$ cat src/rtl/riscv_branch_pkg.sv
// Shared RISC-V branch definitions: B-type funct3 encodings and the resolver FSM states.
package riscv_branch_pkg;

    localparam int          XLEN     = 32;
    localparam logic [31:0] INSN_LEN = 32'd4;

    typedef enum logic [2:0] {
        BEQ  = 3'b000,
        BNE  = 3'b001,
        BLT  = 3'b100,
        BGE  = 3'b101,
        BLTU = 3'b110,
        BGEU = 3'b111
    } funct3_e;

    typedef enum logic {
        S_IDLE     = 1'b0,
        S_REDIRECT = 1'b1
    } res_state_e;

endpackage

$ cat src/rtl/branch_cond_eval.sv
// Combinational taken/illegal decode of a B-type funct3 from the comparator flags.
module branch_cond_eval
    import riscv_branch_pkg::*;
(
    input  logic [2:0] funct3,
    input  logic       eq,
    input  logic       lt,
    output logic       taken,
    output logic       illegal
);

    always_comb begin
        taken   = 1'b0;
        illegal = 1'b0;
        case (funct3)
            BEQ:        taken = eq;
            BNE:        taken = !eq;
            BLT, BLTU:  taken = lt;
            BGE, BGEU:  taken = !lt;
            default:    illegal = 1'b1;
        endcase
    end

endmodule

$ cat src/rtl/branch_resolver.sv
// Branch resolver: evaluates branches, reports results, issues fetch redirects on mispredict.
// Optional performance counters are built when BRANCH_STATS_EN is defined.
module branch_resolver
    import riscv_branch_pkg::*;
(
    input  logic        clk,
    input  logic        rst_n,
    input  logic        br_valid,
    output logic        br_ready,
    input  logic [2:0]  br_funct3,
    output logic        br_un,
    input  logic        br_eq,
    input  logic        br_lt,
    input  logic [31:0] br_pc,
    input  logic [31:0] br_imm,
    input  logic        br_pred_taken,
    output logic        redir_valid,
    input  logic        redir_ready,
    output logic [31:0] redir_pc,
    output logic        flush,
    output logic        res_valid,
    output logic        res_taken,
    output logic        res_illegal,
    output logic        res_misalign,
    output logic [31:0] stat_branches,
    output logic [31:0] stat_mispred
);

    res_state_e  state;
    logic        taken, illegal, accept, mispred;
    logic [31:0] target, fall_thru;

    branch_cond_eval u_cond (
        .funct3  (br_funct3),
        .eq      (br_eq),
        .lt      (br_lt),
        .taken   (taken),
        .illegal (illegal)
    );

    assign br_un     = br_funct3[1];
    assign br_ready  = (state == S_IDLE);
    assign accept    = br_valid && br_ready;
    assign target    = br_pc + br_imm;
    assign fall_thru = br_pc + INSN_LEN;
    assign mispred   = (taken != br_pred_taken);

    always_ff @(posedge clk) begin
        if (!rst_n) begin
            state        <= S_IDLE;
            redir_valid  <= 1'b0;
            redir_pc     <= '0;
            flush        <= 1'b0;
            res_valid    <= 1'b0;
            res_taken    <= 1'b0;
            res_illegal  <= 1'b0;
            res_misalign <= 1'b0;
        end else begin
            res_valid <= 1'b0;
            flush     <= 1'b0;
            case (state)
                S_IDLE: begin
                    if (accept) begin
                        res_valid    <= 1'b1;
                        res_taken    <= taken;
                        res_illegal  <= illegal;
                        res_misalign <= taken && (target[1:0] != 2'b00);
                        if (mispred) begin
                            flush       <= 1'b1;
                            redir_valid <= 1'b1;
                            redir_pc    <= taken ? target : fall_thru;
                            state       <= S_REDIRECT;
                        end
                    end
                end
                S_REDIRECT: begin
                    // redir_pc stays put until fetch takes it
                    if (redir_ready) begin
                        redir_valid <= 1'b0;
                        state       <= S_IDLE;
                    end
                end
                default: state <= S_IDLE;
            endcase
        end
    end

`ifdef BRANCH_STATS_EN
    logic [31:0] cnt_br, cnt_mp;

    always_ff @(posedge clk) begin
        if (!rst_n) begin
            cnt_br <= '0;
            cnt_mp <= '0;
        end else if (accept) begin
            if (cnt_br != 32'hFFFF_FFFF) cnt_br <= cnt_br + 32'd1;
            if (mispred && cnt_mp != 32'hFFFF_FFFF) cnt_mp <= cnt_mp + 32'd1;
        end
    end

    assign stat_branches = cnt_br;
    assign stat_mispred  = cnt_mp;
`else
    assign stat_branches = '0;
    assign stat_mispred  = '0;
`endif

endmodule

$ cat config.mk
export PLATFORM = sky130hd
export DESIGN_NAME = branch_resolver
export DESIGN_NICKNAME = d
export VERILOG_FILES = /design/src/rtl/riscv_branch_pkg.sv /design/src/rtl/branch_cond_eval.sv /design/src/rtl/branch_resolver.sv
export SDC_FILE = /design/constraint.sdc
export NUM_CORES = 1
export LEC_CHECK = 0
export CORE_ASPECT_RATIO = 0.75
export CORE_MARGIN = 10
export CORE_UTILIZATION = 46
export DETAILED_ROUTE_END_ITERATION = 7
export HOLD_SLACK_MARGIN = 0.08
export PLACE_DENSITY_LB_ADDON = 0.25
export SETUP_SLACK_MARGIN = 0.2
export SLEW_MARGIN = 20
export SYNTH_ARGS = -nofsm -noshare
export SYNTH_HDL_FRONTEND = slang
export SYNTH_SLANG_ARGS = --single-unit
$ cat constraint.sdc
create_clock -name clk -period 3 [get_ports clk]
set_input_delay 0.6 -clock clk [delete_from_list [all_inputs] [get_ports clk]]
set_output_delay 0.6 -clock clk [all_outputs]
set_load 0.005 [all_outputs]
==> impl_metrics.ini <==
[run_status]
run_status = finished, violations left
violations = design-rule violations

[drt]
detail_route.iter0.violations = 686
post_route_antenna_net_violation_count = 0
routed_wire_length_per_instance_um = 19.7
drt_pass1_iterations = 7
drcViolationCount = 2
total_routed_length_mm = 19.9
post_drt_via_cell_ratio = 5.71
detailroute.via_count = 5776

[synthesis]
synth.most_common_cell = sky130_fd_sc_hd__nand2_1
synthesis.area_sq_um = 4690
ys_top_cells_by_area = sky130_fd_sc_hd__dfxtp_1 (17%), sky130_fd_sc_hd__buf_4 (10%), sky130_fd_sc_hd__ha_1 (8.5%), sky130_fd_sc_hd__nand2_1 (6.6%), sky130_fd_sc_hd__a21oi_1 (5.8%)
post_syn_area_per_cell_sq_um = 7.22
leading_register_cell_type_out_of_synthesis = sky130_fd_sc_hd__dfxtp_1
synth.yosys.warnings = 0
synth_instances = 650
share_of_async_settable_or_async_resettable_flops_after_synthesis_pct = 0
synth_common_cells = sky130_fd_sc_hd__nand2_1 (82), sky130_fd_sc_hd__buf_4 (65), sky130_fd_sc_hd__a21oi_1 (54)
netlist.top_cell.by_area = sky130_fd_sc_hd__dfxtp_1
synth-seq-area-share_pct = 16.6
synth_enable_flop_cells = 0
ys_ff_latch = 39
synth.distinct_cells = 65
synth.top_cell.area_share_pct = 16.6

[critical_path]
worst-path-max-fanout = 5
critical_path.reg2reg.startpoint = state$_SDFF_PN0_
r2r_slack_ns = 1.14
cp-end-kind = flip-flop
timing.reg2reg.worst_path_depth = 8
worst_ep_arrival_time_ns = 2.94
worst_r2r_endpoint = redir_pc[28]$_SDFFE_PN0P_
delay_contributed_by_the_slowest_stage_of_the_critical_path_ns = 0.57
critPathBufInv = 1
cpLargestDelayFamily = compound AO/OA/AOI/OAI gates
crit_path_top_delay_cell = sky130_fd_sc_hd__clkdlybuf4s50_1
timing.critical_path.from = br_pc[11]
path_class = input pin to flip-flop
start_kind = input pin
crit_cells = 9
critPathRequiredTime_ns = 3.15
critical_path.cell_chain = clkdlybuf4s50_1 -> ha_4 -> a21oi_2 -> nor2b_1 -> a2111o_1 -> o22a_2 -> or3b_4 -> a22oi_2 -> o22ai_1

[floorplanning]
ioPinCount = 178
row_count = 31
core_area_sq_um = 9810
die_height_um = 107
floorplan.initialDensity_pct = 47.8
floorplan.die.width_um = 137
design.die.area_sq_um = 14700

[worst_hold_path]
path_type_of_the_worst_min_delay_path = flip-flop to flip-flop
hp-start = res_illegal$_SDFFE_PN0P_
hold_depth = 2
whs_endpoint = res_illegal$_SDFFE_PN0P_

[cts]
cts.sink_count = 39
h-tree-depth = 2
clock_tree_from_tritoncts = done
clock_latency_ns = 0.29
clk_transition_reported_paths_ns = 0.06
cts-root-buf = sky130_fd_sc_hd__clkbuf_16
clockBufferDepth = 2
numCtsBuffers = 5

[power]
max-vdd-ir-drop_uv = 232
power.static_leakage_nw = 3.01
power_density_nw_per_um2 = 351

[timing]
layout_min_cycle_time_ns = 2.78
layout_worst_path_cycle_share_pct = 92.8
rsz0062_at_grt = yes
setup_violation_total_in_the_final_timing_report = 0
timing.slew.headroom_pct = 61.8
slew_violations = 0
maxClockFrequency_mhz = 359
finalClockSkew_ns = 0.00532
worst-slew-pin-transition_ns = 0.567
timing_hold_violations_final = 0
hold_ws_ns = 0.457

[cells_and_area]
area.growth.synth_to_final_pct = 51.0
drive_gt1_share_pct = 22.2
num_antenna_cells = 0
design_area_sq_um = 7090
final-instance-count-excl-fill = 1011
nFillCells = 770
util_after_layout_pct = 72.2
layout.nets = 985

[placed_design]
placed_area_sq_um = 6550
dp.final_hpwl_mm = 16.1
portBuffers = 113
dpl.cell_count = 991
place.gp.congestion = 0.988

[global_routing]
maximum_number_of_pins_on_one_net_before_global_route_repair = 25
grt_util_all_layers_pct = 25.2
first_global_vias = 5472
first_pass_grt_wire_length_mm = 29.9
overflow = 0
grt_antenna_before_repair = 0

[flow_run]
drv_cap = 0
-- how the worst max path moves through the flow --
stage / end
global route: redir_pc[28]$_SDFFE_PN0P_
finish: redir_pc[22]$_SDFFE_PN0P_
global placement: redir_pc[24]$_SDFFE_PN0P_
floorplan: redir_pc[24]$_SDFFE_PN0P_
CTS: redir_pc[16]$_SDFFE_PN0P_
detailed placement: redir_pc[24]$_SDFFE_PN0P_
-- cell usage in the layout, fill, tap and decap left out, drive strengths merged, types with 12 or more instances in the layout --
cell type,n
nor3,15
nand2,82
and3,12
nand4,14
nor2,52
nand3,22
clkdlybuf4s50,100
inv,15
ha,32
o21ai,37
a21oi,54
buf,136
xor2,20
o211ai,13
xnor2,28
conb,64
dfxtp,39
-- timing repair --
item	CTS	global route
setup buffers	5	6
cloned	0	1
pin swaps	15	14
hold buffers	0	0
resized for setup	30	37
endpoints found under the setup margin	18	21
-- power by group --
part	total [mW]	switching [mW]	internal, mW
logic	1.26	0.642	0.620
clock network	0.621	0.228	0.392
registers	0.608	0.0377	0.570
total	2.49	0.908	1.58
-- layer usage --
metal  global-route usage (%)  vias to the layer above  wire length [um]
li1                         -                     2687                 -
met1                     37.7                     2706              8770
met2                     38.3                      357              8560
met3                     2.66                       26              2400
met4                     3.49                        0               195
met5                        0                        -                 0
-- cell type report --
type                            count  area (sq um)  area share [%]
Multi-Input combinational cell    568          3750            53.0
Tap cell                          132           165            2.33
Sequential cell                    39           781            11.0
Timing Repair Buffer              249          2160            30.5
Inverter                           15          56.3           0.794
Clock inverter                      3          43.8           0.618
Clock buffer                        5           125            1.77
-- cells by family (layout without fill, tap and decap cells) --
logic type	count (synthesis)	after routing	synth area share [%]
XOR/XNOR	48	48	8.96
flip-flops	39	39	16.6
other	1	64	0.0799
buffers and inverters	107	272	14.2
AO/OA/AOI/OAI	184	184	25.8
AND/OR/NAND/NOR	230	231	23.6
adder cells (fa/ha/maj)	33	33	8.96
multiplexers	8	8	1.73
-- tightest hold or removal path, stage by stage (launching register included) --
cell	delay, ns
sky130_fd_sc_hd__dfxtp_1	0.31
sky130_fd_sc_hd__nand2_1	0.05
sky130_fd_sc_hd__a21oi_1	0.05
-- per-stage QoR --
stage	setup TNS, ns	worst slack, ns	power (mW)
2_1_floorplan	0	0.317	1.22
3_3_place_gp	-2.36	-0.275	1.73
3_5_place_dp	-4.00	-0.393	1.75
4_1_cts	0	0.210	2.40
5_1_grt	0	0.146	2.61
6_report	0	0.216	2.49
-- registers in the layout, indices dropped and copies added, names as in the netlist --
name and flops:
redir_pc 32, res_valid 1, redir_valid 1, flush 1
res_illegal 1, res_misalign 1, state 1, res_taken 1
Note: power is estimated with default switching activity, not from simulation.
